`config.mk`:
```
export PLATFORM = sky130hd
export DESIGN_NAME = riscv_sig_collector_flat
export DESIGN_NICKNAME = d
export VERILOG_FILES = /design/src/rtl/riscv_sig_collector_if.sv /design/src/rtl/riscv_sig_collector.sv /design/src/flat_wrapper.sv
export SDC_FILE = /design/constraint.sdc
export NUM_CORES = 1
export LEC_CHECK = 0
export CORE_AREA = 4 4 255 132
export CTS_CLUSTER_SIZE = 8
export DETAILED_ROUTE_END_ITERATION = 16
export DIE_AREA = 0 0 259 136
export GPL_TIMING_DRIVEN = 0
export PLACE_DENSITY = 0.78
export SYNTH_ARGS = -nofsm -noshare
export SYNTH_HDL_FRONTEND = slang
export SYNTH_SLANG_ARGS = --single-unit
```
`constraint.sdc`:
```
create_clock -name clk_i -period 7.6 [get_ports clk_i]
set_clock_uncertainty 0.05 [all_clocks]
set_input_delay 1.14 -clock clk_i [delete_from_list [all_inputs] [get_ports clk_i]]
set_output_delay 1.14 -clock clk_i [all_outputs]
set_load 0.1 [all_outputs]
```
`src/rtl/riscv_sig_collector_if.sv`:
```
// Signature stream and sink bundle for riscv_sig_collector.
// master = signature host and output sink, slave = the collector.
interface riscv_sig_collector_if #(
   parameter int CountWidth = 16
);
   logic                  sig_start_i;
   logic                  sig_valid_i;
   logic [31:0]           sig_data_i;
   logic                  sig_end_i;
   logic                  out_valid_o;
   logic [31:0]           out_data_o;
   logic                  out_ready_i;
   logic [31:0]           crc_o;
   logic [CountWidth-1:0] word_count_o;
   logic                  done_o;
   logic                  overflow_o;

   modport master (
      output sig_start_i, sig_valid_i, sig_data_i, sig_end_i, out_ready_i,
      input  out_valid_o, out_data_o, crc_o, word_count_o, done_o, overflow_o
   );

   modport slave (
      input  sig_start_i, sig_valid_i, sig_data_i, sig_end_i, out_ready_i,
      output out_valid_o, out_data_o, crc_o, word_count_o, done_o, overflow_o
   );
endinterface

```
`src/rtl/riscv_sig_collector.sv`:
```
// Signature collector: running CRC-32, word count and a small output FIFO.
// Define RISCV_SIG_DUMP_EN to print popped words, the final CRC and an overflow warning.
module riscv_sig_collector #(
   parameter int FifoDepth  = 8,
   parameter int CountWidth = 16
) (
   input  logic clk_i,
   input  logic rst_ni,
   riscv_sig_collector_if.slave bus
);
   localparam int          AddrW = (FifoDepth > 2) ? $clog2(FifoDepth) : 1;
   localparam logic [31:0] Poly  = 32'hEDB88320;

`ifdef RISCV_SIG_DUMP_EN
   localparam bit DumpEn = 1'b1;
`else
   localparam bit DumpEn = 1'b0;
`endif

   typedef enum logic [1:0] {IDLE, COLLECT, DRAIN, DONE} state_t;

   state_t                state_reg, state_next;
   logic [31:0]           crc_reg;
   logic [CountWidth-1:0] count_reg;
   logic [AddrW:0]        wr_ptr_reg, rd_ptr_reg;
   logic                  overflow_reg;
   logic [31:0]           mem [FifoDepth];

   logic        start, collecting, word_in, empty, full, pop, push, ovf_set, done;
   logic [31:0] crc_stage [33];

   assign start   = bus.sig_start_i;
   assign empty   = (wr_ptr_reg == rd_ptr_reg);
   assign full    = (wr_ptr_reg[AddrW] != rd_ptr_reg[AddrW]) &&
                    (wr_ptr_reg[AddrW-1:0] == rd_ptr_reg[AddrW-1:0]);
   assign pop     = !empty && bus.out_ready_i;
   assign word_in = collecting && bus.sig_valid_i;
   // A full FIFO can still take a word when the head leaves in the same cycle.
   assign push    = word_in && (!full || pop);
   assign ovf_set = word_in && full && !pop;

   // Bit-serial reflected CRC unrolled over the word, LSB first (= LSB byte first).
   assign crc_stage[0] = crc_reg;
   generate
      for (genvar gi = 0; gi < 32; gi++) begin : g_crc
         assign crc_stage[gi+1] = (crc_stage[gi] >> 1) ^
                                  ((crc_stage[gi][0] ^ bus.sig_data_i[gi]) ? Poly : 32'h0);
      end
   endgenerate

   always_ff @(posedge clk_i or negedge rst_ni) begin
      if (!rst_ni) begin
         state_reg <= IDLE;
      end else begin
         state_reg <= state_next;
      end
   end

   always_comb begin
      state_next = state_reg;
      if (start) begin
         state_next = COLLECT;
      end else begin
         case (state_reg)
            COLLECT: if (bus.sig_end_i) state_next = DRAIN;
            DRAIN:   if (empty)         state_next = DONE;
            default: state_next = state_reg;
         endcase
      end
   end

   always_comb begin
      done       = (state_reg == DONE);
      collecting = (state_reg == COLLECT) && !start;
   end

   always_ff @(posedge clk_i or negedge rst_ni) begin
      if (!rst_ni) begin
         crc_reg      <= 32'hFFFFFFFF;
         count_reg    <= '0;
         wr_ptr_reg   <= '0;
         rd_ptr_reg   <= '0;
         overflow_reg <= 1'b0;
      end else if (start) begin
         crc_reg      <= 32'hFFFFFFFF;
         count_reg    <= '0;
         wr_ptr_reg   <= '0;
         rd_ptr_reg   <= '0;
         overflow_reg <= 1'b0;
      end else begin
         if (word_in) begin
            crc_reg <= crc_stage[32];
            if (count_reg != {CountWidth{1'b1}}) begin
               count_reg <= count_reg + 1'b1;
            end
         end
         if (push)    wr_ptr_reg   <= wr_ptr_reg + 1'b1;
         if (pop)     rd_ptr_reg   <= rd_ptr_reg + 1'b1;
         if (ovf_set) overflow_reg <= 1'b1;
      end
   end

   always_ff @(posedge clk_i) begin
      if (push) begin
         mem[wr_ptr_reg[AddrW-1:0]] <= bus.sig_data_i;
      end
   end

   // Gating the head keeps out_data_o at 0 out of reset without resetting the array.
   assign bus.out_valid_o  = !empty;
   assign bus.out_data_o   = empty ? 32'h0 : mem[rd_ptr_reg[AddrW-1:0]];
   assign bus.crc_o        = ~crc_reg;
   assign bus.word_count_o = count_reg;
   assign bus.done_o       = done;
   assign bus.overflow_o   = overflow_reg;

`ifdef RISCV_SIG_DUMP_EN
   always @(posedge clk_i) begin
      if (rst_ni && DumpEn) begin
         if (pop)
            $display("SIGNATURE: 0x%08x", bus.out_data_o);
         if (!start && state_reg == DRAIN && state_next == DONE)
            $display("SIGNATURE CRC: 0x%08x words %0d", ~crc_reg, count_reg);
         if (ovf_set && !overflow_reg)
            $display("warning: signature FIFO overflow, word dropped");
      end
   end
`endif
endmodule
```
`src/flat_wrapper.sv`:
```
// flat-port wrapper written by rule: the top's interface ports become plain ports
module riscv_sig_collector_flat 
#(
   parameter int FifoDepth  = 8,
   parameter int CountWidth = 16
)
  (clk_i, rst_ni, bus_sig_start_i, bus_sig_valid_i, bus_sig_data_i, bus_sig_end_i, bus_out_ready_i, bus_out_valid_o, bus_out_data_o, bus_crc_o, bus_word_count_o, bus_done_o, bus_overflow_o);
  riscv_sig_collector_if #(.CountWidth(CountWidth)) bus_i ();
  input  logic clk_i;
  input  logic rst_ni;
  input wire logic [$bits(bus_i.sig_start_i)-1:0] bus_sig_start_i;
  input wire logic [$bits(bus_i.sig_valid_i)-1:0] bus_sig_valid_i;
  input wire logic [$bits(bus_i.sig_data_i)-1:0] bus_sig_data_i;
  input wire logic [$bits(bus_i.sig_end_i)-1:0] bus_sig_end_i;
  input wire logic [$bits(bus_i.out_ready_i)-1:0] bus_out_ready_i;
  output wire logic [$bits(bus_i.out_valid_o)-1:0] bus_out_valid_o;
  output wire logic [$bits(bus_i.out_data_o)-1:0] bus_out_data_o;
  output wire logic [$bits(bus_i.crc_o)-1:0] bus_crc_o;
  output wire logic [$bits(bus_i.word_count_o)-1:0] bus_word_count_o;
  output wire logic [$bits(bus_i.done_o)-1:0] bus_done_o;
  output wire logic [$bits(bus_i.overflow_o)-1:0] bus_overflow_o;
  assign bus_i.sig_start_i = bus_sig_start_i;
  assign bus_i.sig_valid_i = bus_sig_valid_i;
  assign bus_i.sig_data_i = bus_sig_data_i;
  assign bus_i.sig_end_i = bus_sig_end_i;
  assign bus_i.out_ready_i = bus_out_ready_i;
  assign bus_out_valid_o = bus_i.out_valid_o;
  assign bus_out_data_o = bus_i.out_data_o;
  assign bus_crc_o = bus_i.crc_o;
  assign bus_word_count_o = bus_i.word_count_o;
  assign bus_done_o = bus_i.done_o;
  assign bus_overflow_o = bus_i.overflow_o;
  riscv_sig_collector #(.FifoDepth(FifoDepth), .CountWidth(CountWidth)) u_core (.clk_i(clk_i), .rst_ni(rst_ni), .bus(bus_i));
endmodule
```
==> key figures <==
Outcome
  • Run status: completed

Timing
  • Actual transition at the worst max-transition pin: 1050 ps
  • Slew Viols, Final: 0
  • Setup repair after global routing missed its margin: false
  • Slew Limit Headroom: 0.299
  • Final setup violation count: 0
  • Setup tns final: 0 ps
  • Final hold violations: 0
  • Final period util: 0.755
  • Max frequency: 0.174 GHz
  • Min Clock Period, post-route: 5730 ps

Worst setup path
  • Required time at the endpoint of the critical path: around 6400 ps
  • Arrival time at the worst endpoint: approximately 4500 ps
  • Class of the most critical setup path: register to output port
  • Critical path endpoint category: output port
  • Critical Path Start Type: register
  • Largest fanout on the critical path: 10

Clocking
  • Clock sink count: 315
  • Num CTS Buffers: 45
  • Maximum clock path buffer count: 3
  • Worst skew pair latency: 560 ps
  • H-Tree Depth: 2
  • Number of buffers inserted by hold repair at cts: 0
  • Post-CTS setup buffer count: 0
  • Post-CTS clock slew at the launch and capture registers of the worst setup and hold paths: 50 ps
  • Root Buffer Master: clkbuf_16
  • Post-CTS sizing: 0
  • Clock tree from TritonCTS: yes

Routing
  • Post-detailed-routing wire length: 40900 µm
  • DRC violations left: 0
  • Pre-antenna DRT Iters: 5
  • Number of vias per cell: 5.71
  • Mean routed wirelength per cell: roughly 26 µm
  • Routed vias: a little over 9000
  • Detail Route Antenna Nets: 0
  • Initial detailed-routing violation count: 1020

Cells and area
  • Commonest cells after routing, fill and taps aside: 256 x edfxtp_1, 176 x xnor2_1, 118 x clkdlybuf4s50_1
  • Diode count: 0
  • Area overhead of the layout relative to synthesis: 21.3%
  • Fillcell total: ~2200
  • Sequential cell area: 9200 µm²
  • Leading cell type in the layout, fill and taps excluded: edfxtp_1
  • Final nets: 1192
  • Fraction of layout instances using a drive strength above 1: 0.177
  • Area used by multi-input combinational logic: 6110 µm²
  • Post-layout instance count excluding filler cells: 1598
  • Largest register FFs: roughly 260

Yosys
  • Number of nets produced by synthesis: 1005
  • Post-Synthesis Mean Instance Area: 16.1 µm²
  • Post-synth EDFFs: 256
  • Count of state elements after synthesis: 315
  • Distinct cell type count of the synthesized netlist: 39
  • Synth Flop Type: edfxtp_1
  • Count of mapped cells out of synthesis: about 960
  • Cell area after technology mapping: ~16000 µm²
  • Fraction of synthesized cell area taken by the top area cell type: 0.494
  • Leading area contributor after synthesis: edfxtp_1
  • Top cells by area in the synthesized netlist: edfxtp_1 49%, xnor2_1 9.9%, mux4_2 9.3%
  • Fraction of the yosys area taken by sequential cells: 0.591
  • Share of flip-flops with an asynchronous set or reset: 0.187
  • Number of warnings issued by yosys: 0

Min path
  • Hold/Removal Path Class: input port to async pin

Placed design
  • Number of cells after detailed placement: 1536
  • HPWL after detailed placement: 27500 µm
  • Count of port buffers added during placement: ~120
  • Final weighted congestion of routability-driven global placement: 0.906

Floorplan
  • Area inside the core boundary: roughly 31000 µm²
  • Initial core utilization: 0.496
  • Chip Height: between 100 and 150 µm
  • Site Rows: 46
  • Die X-Extent: 259 µm
  • Top-level I/O count: 121
  • Die area: 35200 µm²

Global route
  • Global-route wire length before repair: 61700 µm
  • Pin count of the biggest net entering global routing: 42
  • Number of antenna violations at the first check in global routing: 0
  • Aggregate global-route resource usage: 0.237
  • Via count of the first global-routing pass: 9576
  • Congestion Overflow GR: 0

Flow run
  • Max-cap viol count: 0
cells in the mapped netlist, types with 3 or more instances:
cell type	number
a21oi_1	34
and3_1	7
buf_1	8
clkbuf_1	32
dfrtp_1	27
dfstp_2	32
edfxtp_1	256
ha_1	3
inv_1	35
mux2i_1	35
mux4_2	64
nand2_1	14
nand2b_1	4
nand3_1	7
nor2_1	60
nor3_1	30
nor3b_1	4
o21ai_0	6
or3_1	6
xnor2_1	176
xnor2_2	11
xnor2_4	3
xnor3_1	33
xnor3_2	4
xnor3_4	6
xor2_1	46
xor2_2	3
metal layers:
metal	share of wire	GRT usage	wire, µm	vias up
met4	0.029	0.0814	1170	0
li1	-	-	-	3891
met5	0	0	0	-
met2	0.51	0.403	20700	444
met3	0.078	0.0393	3200	83
met1	0.39	0.314	15800	4699
critical path, stage by stage (launching register included):
cell             delay [ps]
dfrtp_1                 350
clkbuf_1                290
clkbuf_1                620
buf_1                   800
mux4_2                  590
mux2i_1                 200
nor2_1                   90
clkdlybuf4s50_1        1030
cells by family (layout without fill, tap and decap cells):
| logic type | count (synthesis) | after routing | synth area share |
|---|---|---|---|
| xor+xnor | 286 | 286 | 0.215 |
| buf+inv | 76 | 278 | 0.0188 |
| mux | 99 | 99 | 0.115 |
| fa+ha+maj | 3 | 3 | 0.00241 |
| simple gates | 141 | 141 | 0.0424 |
| flops | 315 | 315 | 0.591 |
| compound gates | 44 | 44 | 0.0147 |
metrics by stage:
| stage | cell area (µm²) | setup WS (ps) | hold slack, ps | util |
|---|---|---|---|---|
| global route | 18900 | 1560 | 515 | 0.602 |
| detailed placement | 17600 | 1690 | 485 | 0.562 |
| finish | 18900 | 1870 | 497 | 0.602 |
| floorplan | 15600 | 2420 | 449 | - |
| CTS | 18900 | 1750 | 488 | 0.602 |
| global placement | 17300 | -295 | 470 | 0.551 |
final cells by class:
| type | count | share of cell area |
|---|---|---|
| buffer | 41 | 0.00855 |
| clock inverter | 4 | 0.00451 |
| sequential | 315 | 0.487 |
| clock buffer | 58 | 0.0627 |
| inverter | 35 | 0.00696 |
| timing repair buffer | 140 | 0.0775 |
| multi-input combinational | 573 | 0.324 |
| tap | 432 | 0.0286 |
final timing paths:
path	from	end	slack (ps)	cells after the start
hold reg to reg	u_core.state_reg[1]$_DFFE_PN0P_	u_core.state_reg[1]$_DFFE_PN0P_	500	2
setup reg to reg	u_core.crc_reg[8]$_DFFE_PN1P_	u_core.crc_reg[18]$_DFFE_PN1P_	3170	9
hold / removal	rst_ni	u_core.bus.word_count_o[10]$_DFFE_PN0P_	500	1
setup / recovery	u_core.rd_ptr_reg[0]$_DFFE_PN0P_	bus_out_data_o[15]	1870	7
max in group asynchronous	rst_ni	u_core.crc_reg[6]$_DFFE_PN1P_	6330	2
min in group clk_i	u_core.state_reg[1]$_DFFE_PN0P_	u_core.state_reg[1]$_DFFE_PN0P_	500	2
Power is not shown: default switching activity piles up to over one toggle a cycle in this logic, so the estimate is an artifact.
